[config.mk]
export PLATFORM = sky130hd
export DESIGN_NAME = bin_to_bcd_seq
export DESIGN_NICKNAME = d
export VERILOG_FILES = /design/src/rtl/bin_to_bcd_seq.sv
export SDC_FILE = /design/constraint.sdc
export NUM_CORES = 1
export LEC_CHECK = 0
export CAP_MARGIN = 20
export CORE_UTILIZATION = 45
export CTS_BUF_LIST = sky130_fd_sc_hd__clkbuf_16
export DETAILED_ROUTE_END_ITERATION = 16
export PLACE_DENSITY = 0.78
export SETUP_SLACK_MARGIN = 0.15
export SLEW_MARGIN = 20
export SYNTH_ARGS = -nofsm -noshare
export SYNTH_HDL_FRONTEND = slang
export SYNTH_SLANG_ARGS = --single-unit
[constraint.sdc]
create_clock -name clock -period 1.2 [get_ports clock]
set_input_delay 0.3 -clock clock [delete_from_list [all_inputs] [get_ports clock]]
set_output_delay 0.3 -clock clock [all_outputs]
set_load 0.1 [all_outputs]
[src/rtl/bin_to_bcd_seq.sv]
// Sequential binary-to-BCD converter (shift-and-add-3), one shift per clock.
// Result, sign and overflow are held between conversions for a downstream display driver.
module bin_to_bcd_seq #(
    parameter int N_BIN  = 16,
    parameter int DIGITS = 5,
    parameter bit SIGNED = 1'b0
) (
    input  logic                  clock,
    input  logic                  reset,
    input  logic                  start,
    input  logic [N_BIN-1:0]      bin_in,
    output logic [4*DIGITS-1:0]   BCD_out,
    output logic                  neg,
    output logic                  overflow,
    output logic                  busy,
    output logic                  done,
    output logic [1:0]            state_dbg
);

    localparam int BW    = 4 * DIGITS;
    localparam int CNT_W = $clog2(N_BIN) + 1;

    typedef enum logic [1:0] {
        S_IDLE  = 2'd0,
        S_SHIFT = 2'd1,
        S_DONE  = 2'd2
    } state_t;

    state_t           state_q, state_d;
    logic [N_BIN-1:0] bin_q, bin_d;
    logic [BW-1:0]    scr_q, scr_d;
    logic [CNT_W-1:0] cnt_q, cnt_d;
    logic             sticky_q, sticky_d;
    logic             neg_int_q, neg_int_d;
    logic [BW-1:0]    bcd_q, bcd_d;
    logic             neg_q, neg_d;
    logic             ovf_q, ovf_d;
    logic             done_q, done_d;

    logic [N_BIN-1:0] mag;
    logic             neg_in;
    logic [BW-1:0]    adj;

    // Handshake: start is taken only in IDLE; busy is high in every other state;
    // done pulses for one cycle as the new result appears on BCD_out/neg/overflow.
    always_comb begin
        mag    = bin_in;
        neg_in = 1'b0;
        if (SIGNED && bin_in[N_BIN-1]) begin
            mag    = -bin_in;
            neg_in = 1'b1;
        end

        adj = scr_q;
        for (int i = 0; i < DIGITS; i++) begin
            if (scr_q[4*i +: 4] >= 4'd5) begin
                adj[4*i +: 4] = scr_q[4*i +: 4] + 4'd3;
            end
        end
    end

    always_comb begin
        state_d   = state_q;
        bin_d     = bin_q;
        scr_d     = scr_q;
        cnt_d     = cnt_q;
        sticky_d  = sticky_q;
        neg_int_d = neg_int_q;
        bcd_d     = bcd_q;
        neg_d     = neg_q;
        ovf_d     = ovf_q;
        done_d    = 1'b0;

        case (state_q)
            S_IDLE: begin
                if (start) begin
                    bin_d     = mag;
                    scr_d     = '0;
                    sticky_d  = 1'b0;
                    cnt_d     = '0;
                    neg_int_d = neg_in;
                    state_d   = S_SHIFT;
                end
            end
            S_SHIFT: begin
                // A set MSB in the adjusted top digit would be shifted out: the value does not fit.
                sticky_d       = sticky_q | adj[BW-1];
                {scr_d, bin_d} = {adj[BW-2:0], bin_q, 1'b0};
                cnt_d          = cnt_q + 1'b1;
                if (cnt_q == CNT_W'(N_BIN - 1)) begin
                    state_d = S_DONE;
                end
            end
            S_DONE: begin
                bcd_d   = sticky_q ? {BW{1'b1}} : scr_q;
                neg_d   = SIGNED ? neg_int_q : 1'b0;
                ovf_d   = sticky_q;
                done_d  = 1'b1;
                state_d = S_IDLE;
            end
            default: begin
                state_d = S_IDLE;
            end
        endcase
    end

    always_ff @(posedge clock or negedge reset) begin
        if (!reset) begin
            state_q   <= S_IDLE;
            bin_q     <= '0;
            scr_q     <= '0;
            cnt_q     <= '0;
            sticky_q  <= 1'b0;
            neg_int_q <= 1'b0;
            bcd_q     <= '0;
            neg_q     <= 1'b0;
            ovf_q     <= 1'b0;
            done_q    <= 1'b0;
        end else begin
            state_q   <= state_d;
            bin_q     <= bin_d;
            scr_q     <= scr_d;
            cnt_q     <= cnt_d;
            sticky_q  <= sticky_d;
            neg_int_q <= neg_int_d;
            bcd_q     <= bcd_d;
            neg_q     <= neg_d;
            ovf_q     <= ovf_d;
            done_q    <= done_d;
        end
    end

    assign BCD_out   = bcd_q;
    assign neg       = neg_q;
    assign overflow  = ovf_q;
    assign done      = done_q;
    assign busy      = (state_q != S_IDLE);
    assign state_dbg = state_q;

endmodule

Word level (Yosys, flattened, before mapping)
Index checks and enable logic that the tools add are counted.
- mux-type cells: 18
- bitwise operators: 1
- equality and inequality tests: 5
- order comparisons: 5
- reduce and logical (&&, ||, !) cells: 5
- add/subtract/negate cells: 6
- operators by type and width (cell ; number):
    20-bit 2-to-1 mux ; 2
    20-bit one-hot mux with 2 select lines ; 1
    16-bit one-hot mux with 2 select lines ; 1
    4-bit by 2-bit adder with 4-bit output, second input constant ; 5
    4-bit by 3-bit >= comparator with 1-bit output, second input constant ; 5
    4-bit 2-to-1 mux ; 5
    16-bit 2-to-1 mux ; 1
    5-bit one-hot mux with 2 select lines ; 1
    5-bit by 1-bit adder with 5-bit output, second input constant ; 1
    5-bit by 4-bit equality test with 1-bit output, second input constant ; 1
    5-bit 2-to-1 mux ; 1
    2-bit 2-to-1 mux ; 2
    2-bit inequality test, second input constant ; 2
    2-bit one-hot mux with 2 select lines ; 1
    2-bit AND reduction ; 2
    2-bit nonzero test ; 2
    2-bit by 1-bit equality test with 1-bit output, second input constant ; 1
    2-bit equality test, second input constant ; 1
    2-bit zero test ; 1
    1-bit 2-to-1 mux ; 2
    1-bit one-hot mux with 2 select lines ; 1
    1-bit bitwise OR ; 1
- flip-flop bits (word level): 66
- logic and storage cells: 48

Longest topological paths before layout
Gate-level depths: netlist of the first run.
- word-level depth: 4
- gate-level depth with buffers: 6

Worst setup path after synthesis of the first run
No wires, ideal clock.
- kind: register -> output
- start point: register state_q[0], in the netlist state_dbg[0]
- end point: output busy
- arrival: 1.853 ns
- path slack: -0.953 ns
- stages on the path, launching flop included: 4
- path through: dfrtp_1 buf_6 buf_2 or2_2
- cells in the longest elaborated chain, start to end: 1
- RTL lines (what ; line ; RTL):
    from (decl) ; 29 ; state_t state_q, state_d;
    from (signal assigned) ; 120 ; state_q <= state_d;
    2-bit nonzero test ; 137 ; assign busy = (state_q != S_IDLE);
    to (decl) ; 15 ; output logic busy,
No other way between the ends.

Worst setup path after layout of the first run
- start point: register state_q[0], in the netlist state_dbg[0]
- end point: register cnt_q[0]
- cells in the longest elaborated chain, start to end: 3
- RTL lines (what ; line ; RTL):
    2-bit by 1-bit equality test with 1-bit output / 2-bit zero test (equally long branches) ; 74 ; case (state_q)
    2-bit nonzero test (no line) / 2-bit inequality test (equally long branches) ; - ;
    2-bit AND reduction (no line) ; - ;
    to (signal assigned) ; 123 ; cnt_q <= cnt_d;
    to (decl) ; 32 ; logic [CNT_W-1:0] cnt_q, cnt_d;
Several ways; a longest one is shown, not always the timed one.
A chain may end at the register's enable or synchronous reset.

==> flow_results.org, run 1 <==
** Critical path
- Endpoint class of the critical path :: register
- The worst setup path is launched from a register.
- At the worst endpoint, the arrival time is 1.86 ns.
- Maximum single-stage delay on the critical path :: 0.51 ns
- The signal on the critical path passes through buf_6 -> buf_6 -> buf_12 -> o21bai_4 -> buf_12 -> clkbuf_16 -> nand2_1 -> o21ai_1.
- In this run the worst path has a maximum fanout of 11.
- Among all stages on the critical path, the largest delay is contributed by dfrtp_4.
- The kind of cell with the highest combined delay along the critical path is buffers and inverters.
- By startpoint and endpoint, the worst setup path is classified as reg2reg.
- Data on the critical path is required at its endpoint by 1.45 ns.
- Buffers plus inverters on the worst setup path :: 5

** Route
- Pre-antenna DRT Iters :: 5
- Total wire length after detailed routing :: 11.44 mm
- Using the TritonRoute via totals, the vias-per-cell ratio works out to 5.848.
- Wire per inst :: 20.39 um
- DRC violations left :: 0
- The detailed router finished its first iteration with 252 violations.
- The count of nets left with antenna violations once routing finished came out at 0.
- The detailed router placed 3281 vias in this run.

** Cells and area
- Number of inserted diodes :: 0
- Synthesis-to-finish area growth :: 68.72%
- Measured on the finished design, the core utilization comes to 79.20%.
- In the final layout, the share of cells above drive strength 1 is 46.88%.
- The finished layout holds 561 standard cells, fillers aside.
- Final nets :: 491
- Fill cells in the final layout number 369.
- After routing the design area is 5440 um^2.

** Yosys
- Most instantiated library cell after synthesis :: dfrtp_1
- Yosys cell types :: 36
- Top-area cell type share of the netlist area :: 51.22%
- Synthesis handed over a netlist of 343 instances.
- Synth top area cells :: dfrtp_1 (51%), o21ai_0 (6.8%), nand2_1 (6.8%)
- Mean instance size in the synthesized netlist :: 9.400 um^2
- When the netlist entered floorplanning its net count stood at 374.
- Summing every instance area after synthesis gives 3224 um^2.
- Cell type with the highest aggregate area in the netlist :: dfrtp_1
- Fraction of synthesis flops using an asynchronous set or reset pin :: 100.0%
- The Yosys step of the flow raised 0 warnings.
- The commonest cells after synthesis are dfrtp_1 (66), nand2_1 (58), o21ai_0 (44).
- Primary flip-flop cell chosen by synthesis mapping :: dfrtp_1
- Number of storage elements in the synthesis netlist :: 66
- Number of synthesized flops with an enable pin :: 0
- After synthesis, flip-flops and latches occupy 51.22% of the total area.

** Floorplanning
- The floorplan step defined a die boundary enclosing 7507 um^2.
- The initial utilization of the core area, before any placement, comes to 46.94%.
- Std cell rows :: 30
- The die is 86.65 um tall.
- During I/O placement, the number of pins put on the boundary was 45.
- Overall die width :: 86.65 um
- The total area inside the core boundary comes to 6869 um^2.

** STA
- Finish-stage setup viols :: 91
- Fin crit share :: 134.7%
- Min cycle time layout :: 1.617 ns
- Derived from the worst setup path, the maximum achievable clock frequency is 618.6 MHz.
- Max-slew violation total from the final report :: 0
- Final setup margin :: -0.4167 ns
- Setup repair after global routing could not meet its margin everywhere.
- The count of final hold-check violations is 0.
- Across all hold checks on the routed design, the worst slack comes to 0.4930 ns.
- Summed over all failing endpoints, the final setup total negative slack is -20.15 ns.
- On the final layout, the worst clock skew is 0.007688 ns.

** Global route
- The initial antenna violation count came to 0.
- In the global route stage, overall resource usage came out at 26.26%.
- Remaining global-route overflow :: 0
- The first global-routing pass estimated 14.70 mm of wire.
- Entering global routing, the biggest net connects 67 pins.
- The via count of the first global-routing pass is 2967.

** Power and ir drop
- Power density cells :: 3177 nW/um^2
- Design Power :: 17.28 mW
- In this run the static leakage power is 2.500 nW.
- IR drop worst, VDD :: 1.668 mV

** Placement
- The congestion estimate from routability-driven global placement came to 0.8057.
- Post-DP HPWL :: 4.790 mm
- Port buffering added 43 buffers.
- Placed cell count :: 507
- At the placement stage, the worst setup path has a slack of -0.4302 ns.
- Post-detailed-placement cell area :: 4387 um^2

** Clock tree
- Clock tree synthesis inserted a total of 9 buffers.
- The later pin in the worst-skew pair is clocked with a latency of 0.34 ns.
- TritonCTS built the clock tree.
- CTS built an H-tree with a depth of 3.
- CTS Sinks :: 66
- In this run the clock root is driven by a clkbuf_16.
- Bufs on Longest Clock Path :: 2
- Clock-pin slew was measured on the worst setup and hold paths at 0.06 ns.

** Hold path
- In this run the worst hold path is classified as reg2reg.

** Status
- The checks that failed: setup timing.
- Result of the run :: finished, violations left

** Run
- Across the run, the number of max-cap violations was 0.
[sequential cells by signal (all words and copies together), names as in the netlist]
signal,cells
state_dbg,2
BCD_out,20
done,1
sticky_q,1
cnt_q,5
bin_q,16
overflow,1
scr_q,20
[kinds of logic after synthesis]
family / after synthesis / share of synthesized area [%]
buffers and inverters: 36 / 6.363
multiplexers: 1 / 0.3492
other: 1 / 0.1163
AND/OR/NAND/NOR: 124 / 18.28
adder cells (fa/ha/maj): 12 / 4.656
XOR/XNOR: 9 / 2.445
AO/OA/AOI/OAI: 94 / 16.57
flip-flops: 66 / 51.22
[worst min-delay path, stage by stage, from the launching register on]
cell and delay (ns):
dfrtp_1 0.34, nand2_1 0.06, o21ai_1 0.06
[area by class of cell]
class	count	area (um^2)	area share, %
clock buffers	9	225.2	4.140
clock inverters	7	31.28	0.5750
inverters	14	52.55	0.9660
multi-input cells	244	1778	32.68
flip-flops and latches	66	1687	31.00
well taps	96	120.1	2.208
repair buffers	125	1546	28.43
[layer usage]
metal  up-vias  GRT usage, %  part of all wire, %  wire length (um)
li1       1407             -                    -                 -
met1      1633         31.67                   38              4347
met2       199         44.30                   52              5928
met5         -             0                    0                 0
met4         0         11.52                  3.4               394
met3        42         6.952                  6.7               766
[power by group]
part           switching (mW)  internal, mW
clock network            1.01          1.36
logic                    6.14          4.50
registers                1.05          3.24
[worst paths after layout]
| kind | from | endpoint | slack [ns] | cells after the start |
|---|---|---|---|---|
| setup reg to reg | state_dbg[0]$_DFFE_PN0P_ | cnt_q[0]$_DFFE_PN0P_ | -0.42 | 8 |
| hold reg to reg | bin_q[14]$_DFFE_PN0P_ | bin_q[14]$_DFFE_PN0P_ | 0.49 | 2 |
| hold / removal | bin_q[14]$_DFFE_PN0P_ | bin_q[14]$_DFFE_PN0P_ | 0.49 | 2 |
| max in group asynchronous | reset | state_dbg[1]$_DFFE_PN0P_ | 0.37 | 3 |
| setup / recovery | state_dbg[0]$_DFFE_PN0P_ | cnt_q[0]$_DFFE_PN0P_ | -0.42 | 8 |
| min in group asynchronous | reset | BCD_out[9]$_DFFE_PN0P_ | 0.51 | 3 |
[timing repair]
action / 4_1_cts / 5_1_grt
hold endpoints to repair: 11 / 0
hold buffers: 1 / 0
setup endpoints to repair: 91 / 91
pin swaps: 7 / 18
resized for setup: 46 / 59
cloned: 6 / 3
buffers inserted: 20 / 8
[placed cells by master (no fill, tap or decap), types with 10 or more instances in the layout]
cell type        count
buf_4               53
nand2_1             45
dfrtp_1             42
o21ai_1             38
buf_12              35
dfrtp_2             22
nor2_1              20
clkdlybuf4s50_1     17
inv_1               16
a21oi_1             16
buf_6               14
o21ai_2             12
nor3b_2             11
clkbuf_16           11
ha_1                10
No activity file was read; power rests on OpenSTA's default activity.
==> run 2: changes to the inputs <==
ABC_AREA = 1   (was unset)
CORE_ASPECT_RATIO = 1.5   (was unset)
PLACE_DENSITY = 0.79   (was 0.78)
==> run 2 against run 1 <==
Net effect:
- the flow finishes with violations (DRC, setup timing)
- first-iteration DRC count increased by 40%
- flip-flop and latch count stayed put
- final area is 11% lower
- die area shrank 2.1%
- worst setup slack better by 0.11 ns
- sequential power fell by 15%
- wire length is 27% lower
- non-clock buffer count decreased by 31
- combinational power fell by 39%
- area after synthesis down 2.2%
- highest routed layer unchanged
==> flow_results.org, run 2 <==
** Yosys
- Mean instance size in the synthesized netlist :: 8.254 um^2 (-12%)
- Sorting the synthesized cells by area gives the leading types as dfrtp_1 (52%), nand2_1 (16%), nand3_1 (6.5%).
- The sequential cell area fraction in the yosys report was 52.38% (+1.2 points).
- The flip-flop and latch count after synthesis came to 66 (unchanged).
- The distinct cell type count after synthesis came to 21 (-42%).
- Top-area cell type share of the netlist area :: 52.38% (+1.2 points)
- For this run, the leading register cell type out of synthesis is dfrtp_1.
- The synthesized net count came to 413 (+10%).
- Post-synthesis instance area :: 3153 um^2 (-2.2%)
- Cell type with the highest aggregate area in the netlist :: dfrtp_1
- The total of warnings raised by yosys was 0 (unchanged).
- Fraction of synthesis flops using an asynchronous set or reset pin :: 100.0% (unchanged)
- The number of standard cells after synthesis came to 382 (+11%).
- Number of synthesized flops with an enable pin :: 0 (unchanged)
- Yosys instantiated no cell more often than nand2_1.
- The commonest cells after synthesis are nand2_1 (131), dfrtp_1 (66), nand3_1 (41).

** Critical path
- STA classifies the critical path endpoint as an output pin.
- Class of the most critical setup path :: reg2out
- Register-to-Register Path Depth :: 8 (unchanged)
- The data arrival time at the worst-slack endpoint is 1.21 ns (-0.65 ns).
- The maximum fanout encountered on the critical timing path came to 3 (-8).
- CP required :: 0.90 ns (-0.55 ns)
- Capturing point of the worst reg2reg path :: BCD_out[3]$_DFFE_PN0P_
- The worst-case register-to-register setup slack came to -0.31 ns (+0.11 ns).
- The critical path starts at state_dbg[1]$_DFFE_PN0P_.
- Worst setup SP type :: register
- The startpoint identified for the worst register-to-register timing path is state_dbg[0]$_DFFE_PN0P_.

** STA
- Number of endpoints with negative hold slack in the final report :: 0 (unchanged)
- Final setup margin :: -0.3114 ns (+0.1053 ns)
- Max-slew violation total from the final report :: 0 (unchanged)
- Finish-stage setup viols :: 90 (-1.1%)
- Min cycle time layout :: 1.511 ns (-0.1053 ns)
- Upper clock frequency limit :: 661.6 MHz (+7.0%)
- The worst clock skew is 0.005644 ns (-0.002045 ns).
- The worst hold margin was 0.4824 ns (-0.01065 ns).
- Setup TNS :: -14.47 ns (+5.681 ns)
- Unrepaired setup endpoints after global routing :: true
- The final clock period utilization by the worst path is 126.0% (-8.8 points).

** Power and ir drop
- IR drop worst, VDD :: 1.500 mV (-10%)
- Power density cells :: 2533 nW/um^2 (-20%)
- The static leakage power is 2.324 nW (-7.0%).
- Design Power :: 12.30 mW (-29%)

** Global route
- Remaining global-route overflow :: 0 (unchanged)
- The initial antenna violation count is 0 (unchanged).
- The overall global routing resource usage was 22.49% (-3.8 points).
- The via count of the first global-routing pass came to 2948 (-0.64%).
- Pin count of the biggest net entering global routing :: 67 (unchanged)
- Wire length of the first global-routing pass :: 13.04 mm (-11%)

** Route
- Antenna Nets Post-Route :: 0 (unchanged)
- The residual DRC count is 2 (+2).
- The detailed-router iteration count before antenna repair is 10 (+5).
- The via density per instance was 5.352 (-8.5%).
- The via total after detailed routing was 2992 (-8.8%).
- The number of design-rule violations left by the first detailed-router iteration was 352 (+40%).
- The total wire length was 8.403 mm (-27%).
- Wire per inst :: 15.03 um (-26%)

** Floorplanning
- The total die area came to 7352 um^2 (-2.1%).
- The total number of placement rows is 37 (+23%).
- The I/O pin count is 45 (unchanged).
- Die Height :: 104.5 um (+21%)
- Initial standard-cell utilization of the core :: 46.33% (-0.61 points)
- The standard cell core area came to 6805 um^2 (-0.93%).
- Overall die width :: 70.35 um (-19%)

** Clock tree
- The CTS sink count was 66 (unchanged).
- Register clock-pin slew on the reported worst setup and hold paths :: 0.05 ns (about the same)
- Clock tree from TritonCTS :: built
- Cell at the root of the clock tree :: clkbuf_16
- The number of buffers inserted during clock tree synthesis came to 9 (unchanged).
- Bufs on Longest Clock Path :: 2 (unchanged)
- The CTS H-tree depth came to 3 (unchanged).
- The later-pin clock latency in the skew report came to 0.33 ns (about the same).

** Cells and area
- Leaving out fill and tap cells, the most frequent cells in the layout are nand2_1 (126), dfrtp_1 (42), nand3_1 (38).
- The net count reported at finish came to 507 (+3.3%).
- Number of inserted diodes :: 0 (unchanged)
- Ratio of cells with drive above 1 in the final layout :: 29.94% (-17 points)
- Util after Layout :: 71.37% (-7.8 points)
- Leaving out fill and tap cells, the most frequent cell in the layout is nand2_1.
- The post-route cell area was 4857 um^2 (-11%).
- The final cell count without fillers was 559 (-0.36%).
- Synthesis-to-finish area growth :: 54.05%

** Placement
- The number of cells after detailed placement came to 525 (+3.6%).
- The placer congestion estimate was 0.8498 (+5.5%).
- The placement-stage cell area was 4224 um^2 (-3.7%).
- Count of buffers inserted at the top-level ports :: 43 (unchanged)
- Post-DP HPWL :: 4.777 mm (-0.26%)
- The worst slack after detailed placement came to -0.2685 ns (+0.1617 ns).

** Status
- Result of the run :: finished, violations left
- The checks that failed: DRC, setup timing.

** Hold path
- The path with the worst hold slack has its endpoint at bin_q[11]$_DFFE_PN0P_.
- The count of cells along the worst hold path is 2 (unchanged).
- In this run the most critical hold path is launched from bin_q[11]$_DFFE_PN0P_.
- The min-delay analysis places its worst path in the category reg2reg.

** Run
- The number of maximum-capacitance constraint violations was 0 (unchanged).
## run 2: cell count changes after synthesis, sizes merged, moves of 5 or more
| cell | previous run | this run |
|---|---|---|
| nand2b | 7 | 0 |
| nor3 | 6 | 0 |
| o21ai | 57 | 16 |
| nand4 | 0 | 8 |
| clkbuf | 6 | 0 |
| inv | 14 | 35 |
| nand2 | 58 | 133 |
| nand3 | 11 | 41 |
| nor3b | 16 | 0 |
| o311ai | 5 | 0 |
| xnor2 | 5 | 0 |
| nor2 | 21 | 32 |
## run 2: what timing repair did
action / 4_1_cts / 5_1_grt
cloned: 2 / 3
endpoints found under the setup margin: 90 / 91
buffers inserted: 12 / 0
hold buffers: 1 / 0
hold endpoints to repair: 5 / 0
pin swaps: 7 / 4
gates resized for setup: 27 / 23
## run 2: worst max-delay path: stages, from the launching register on
cell and delay (ns):
dfrtp_4 0.49, nor2_4 0.13, clkinvlp_4 0.10, buf_12 0.17
## run 2: layout make-up
| type | count | area, um^2 |
|---|---|---|
| clock inverter | 7 | 27.53 |
| sequential | 66 | 1687 |
| fill | 446 | 1948 |
| timing repair buffer | 94 | 1261 |
| clock buffer | 9 | 225.2 |
| timing repair inverter | 1 | 8.758 |
| inverter | 35 | 167.7 |
| multi-input combinational | 269 | 1383 |
| tap | 78 | 97.59 |
## run 2: power breakdown
| part | switching (mW) | internal, mW | leakage [nW] |
|---|---|---|---|
| sequential | 0.628 | 3.02 | 0.739 |
| combinational | 3.81 | 2.62 | 1.46 |
| clock | 0.872 | 1.35 | 0.128 |
## run 2: cell families (layout without fill, tap and decap cells)
group	count (synthesis)	in the layout	share of synthesized area, %
AOI/OAI and AO/OA	41	41	6.627
adders and majority gates	12	12	4.762
buffers and inverters	47	146	7.460
DFF	66	66	52.38
other	1	1	0.1189
and+or+nand+nor	215	215	28.65
## run 2: worst max path at each step
stage | end | cells after the start
floorplan | busy | 2
global placement | cnt_q[2]$_DFFE_PN0P_ | 7
detailed placement | cnt_q[2]$_DFFE_PN0P_ | 7
CTS | busy | 3
global route | busy | 3
finish | busy | 3
## run 2: metal layers
layer,vias up,GRT usage (%),wire length (um)
met3,37,3.682,398
met2,132,40.20,4710
li1,1405,-,-
met5,-,0,0
met4,0,11.43,278
met1,1418,25.16,3016
==> run 3: changes to the inputs <==
CORE_ASPECT_RATIO = unset   (was 1.5)
CTS_BUF_LIST = unset   (was sky130_fd_sc_hd__clkbuf_16)
==> run 3 against run 2 <==
Net effect:
- critical path depth did not move
- sequential power about the same
- highest routed layer unchanged
- global-route usage is 0.71 points lower
- combinational power down 4.7%
- clock power down 20%
- worst setup slack worse by 0.064 ns
- non-clock buffer count shrank 2
- the run ends with setup timing left
==> flow_results.org, run 3 (synthesis results as in run 2) <==
** Hold path
- Path category of the worst min-delay check :: in2async

** Run
- The number of maximum-capacitance constraint violations is 0 (unchanged).

** Route
- Via total after detailed routing :: 2890 (-3.4%)
- 1st-iter DRT viols :: 166 (-53%)
- Wire per inst :: 12.89 um (-14%)
- The residual DRC count was 0 (-2).
- Total wire length after detailed routing :: 7.412 mm (-12%)
- The detailed-router iteration count before antenna repair was 5 (-5).
- Vias per cell :: 5.026 (-6.1%)
- The remaining antenna violation count was 0 (unchanged).

** STA
- Setup repair after global routing could not meet its margin everywhere.
- Finish-stage setup viols :: 68 (-24%)
- The worst clock skew came to 0.008593 ns (+0.002949 ns).
- The maximum clock frequency came to 634.7 MHz (-4.1%).
- The minimum period implied by the final worst setup slack came to 1.576 ns (+0.06413 ns).
- Final setup margin :: -0.3755 ns (-0.06413 ns)
- Max-slew violation total from the final report :: 0 (unchanged)
- Number of endpoints with negative hold slack in the final report :: 0 (unchanged)
- Setup TNS :: -8.226 ns (+6.246 ns)
- Fin crit share :: 131.3% (+5.3 points)
- The worst hold margin came to 0.4847 ns (+0.002347 ns).

** Clock tree
- The CTS sink count came to 66 (unchanged).
- Clock tree synthesis selected as its root buffer the cell clkbuf_8.
- Bufs on Longest Clock Path :: 2 (unchanged)
- The CTS clock-pin slew for the worst setup and hold paths was 0.07 ns (+0.02 ns).
- The CTS H-tree depth came to 3 (unchanged).
- Inserted Clock Buffers :: 9 (unchanged)
- Clock latency on the worst-skew pair :: 0.35 ns (+0.02 ns)
- Clock tree from TritonCTS :: built

** Critical path
- Category of cells accounting for the largest share of critical-path delay :: flip-flops
- The required time at the worst-slack endpoint is 0.90 ns (about the same).
- Endpoint class of the critical path :: output pin
- STA classifies the critical path startpoint as a register.
- Maximum single-stage delay on the critical path :: 0.51 ns (+0.02 ns)
- Class of the most critical setup path :: reg2out
- The combined buffer and inverter count along the critical path is 2 (unchanged).
- The slowest stage of the critical path belongs to the cell dfrtp_4.
- The signal on the critical path passes through nor2_4 -> clkinvlp_4 -> buf_12.
- Peak fanout along the critical path :: 4 (+1)
- Worst path arrival time :: 1.28 ns (+0.07 ns)

** Placement
- Setup WS pre-CTS :: -0.2776 ns (-0.009152 ns)
- Post-detailed-placement cell area :: 4259 um^2 (+0.83%)
- The number of buffer cells added on primary ports came to 43 (unchanged).
- The number of cells after detailed placement is 543 (+3.4%).
- The total half-perimeter wirelength after legalization and detailed placement was 5.001 mm (+4.7%).
- Placer congestion estimate :: 0.8425 (-0.86%)

** Global route
- The initial antenna violation count came to 0 (unchanged).
- The global-route wire length before repair came to 12.45 mm (-4.5%).
- Vias in the first global route :: 2906 (-1.4%)
- The aggregate global routing overflow came to 0 (unchanged).
- Pin count of the biggest net entering global routing :: 67 (unchanged)
- The overall global routing resource usage came to 21.79% (-0.71 points).

** Cells and area
- The number of antenna repair diodes was 0 (unchanged).
- The net count reported at finish was 505 (-0.39%).
- Compared with the post-synthesis result, the final layout area differs by 48.45%.
- The post-route cell area came to 4681 um^2 (-3.6%).
- Number of cells in the finished layout apart from fillers :: 575 (+2.9%)
- Ratio of cells with drive above 1 in the final layout :: 26.72% (-3.2 points)
- Most frequent cells in the layout :: nand2_1 (129), dfrtp_1 (42), nand3_1 (41)
- The core occupancy in the finished layout is 68.90% (-2.5 points).
- Leaving out fill and tap cells, the most frequent cell in the layout is nand2_1.

** Status
- The final reports fail on setup timing.
- Result of the run :: finished, violations left

** Floorplanning
- Die area :: 7345 um^2 (about the same)
- The initial core utilization came to 46.41% (+0.077 points).
- Std cell rows :: 30 (-19%)
- IO Pins :: 45 (unchanged)
- The standard cell core area came to 6794 um^2 (-0.17%).
- Overall die width :: 85.71 um (+22%)
- The die span in y is 85.71 um (-18%).

** Power and ir drop
- Power density cells :: 2467 nW/um^2 (-2.6%)
- Logic pwr share :: 53.2% (+0.9 points)
- IR drop worst, VDD :: 1.444 mV (-3.7%)
- The power dissipated by switching net loads was 4.946 mW (-6.9%).
- Switching share of power :: 42.83% (-0.35 points)
- Static power due to leakage :: 2.236 nW (-3.8%)
- The internal power component is 6.602 mW (-5.5%).
- Design Power :: 11.55 mW (-6.1%)
- Reg power frac :: 31.4% (+1.7 points)
- The clock share of power is 15.4% (-2.6 points).
-- run 3: cell types whose count changed in the layout (fill, tap and decap cells not counted), moves of 3 or more --
| cell | delta |
|---|---|
| a21oi_2 | -7 |
| clkbuf_16 | -12 |
| clkbuf_1 | +4 |
| nand2_1 | +3 |
| nand3_1 | +3 |
| clkinv_1 | -5 |
| a21oi_1 | +7 |
| clkbuf_8 | +9 |
| nand3_2 | -3 |
-- run 3: path summary, 6_finish.rpt --
check | cells after the start | end | slack, ns | startpoint
min in group clock | 2 | bin_q[10]$_DFFE_PN0P_ | 0.49 | bin_q[10]$_DFFE_PN0P_
max in group asynchronous | 3 | BCD_out[0]$_DFFE_PN0P_ | 0.41 | reset
worst min-delay path | 3 | bin_q[1]$_DFFE_PN0P_ | 0.48 | reset
worst min register to register | 2 | bin_q[10]$_DFFE_PN0P_ | 0.49 | bin_q[10]$_DFFE_PN0P_
worst max-delay path | 3 | busy | -0.38 | state_dbg[1]$_DFFE_PN0P_
worst max register to register | 7 | scr_q[3]$_DFFE_PN0P_ | -0.23 | state_dbg[1]$_DFFE_PN0P_
-- run 3: cell type report --
cell class / count / area, um^2
Fill cell: 499 / 2113
Clock buffer: 13 / 138.9
Timing Repair Buffer: 92 / 1206
Clock inverter: 3 / 40.04
Tap cell: 96 / 120.1
Sequential cell: 66 / 1687
Timing Repair inverter: 1 / 6.256
Multi-Input combinational cell: 269 / 1333
Inverter: 35 / 150.1
-- run 3: timing repair --
| action | 4_1_cts | 5_1_grt |
|---|---|---|
| endpoints found under the hold margin | 66 | 0 |
| gates cloned | 2 | 0 |
| gates resized for setup | 12 | 13 |
| setup endpoints to repair | 90 | 90 |
| hold buffers | 1 | 0 |
| buffers inserted | 9 | 4 |
| pin swaps | 1 | 3 |
-- run 3: power groups by stage --
stage               Sequential [mW]  Clock, mW  Combinational [mW]
CTS                            3.61       1.81                5.92
floorplan                      4.26          0                2.81
global placement               3.60          0                5.31
detailed placement             3.64          0                5.57
global route                   3.72       1.92                6.71
finish                         3.63       1.78                6.14
-- run 3: worst reg2reg max path, stage by stage, from the launching register on --
cell	delay, ns
dfrtp_4	0.51
buf_4	0.16
inv_6	0.07
nand2_8	0.09
buf_6	0.15
a21oi_1	0.17
o21ai_1	0.12
o21ai_1	0.09
-- run 3: routing by layer --
metal  global-route usage [%]  vias to the layer above  routed length [um]
li1                         -                     1403                   -
met1                    24.78                     1384                3001
met2                    38.62                       88                3884
met3                    3.946                       15                 348
met4                    12.27                        0                 177
met5                        0                        -                   0
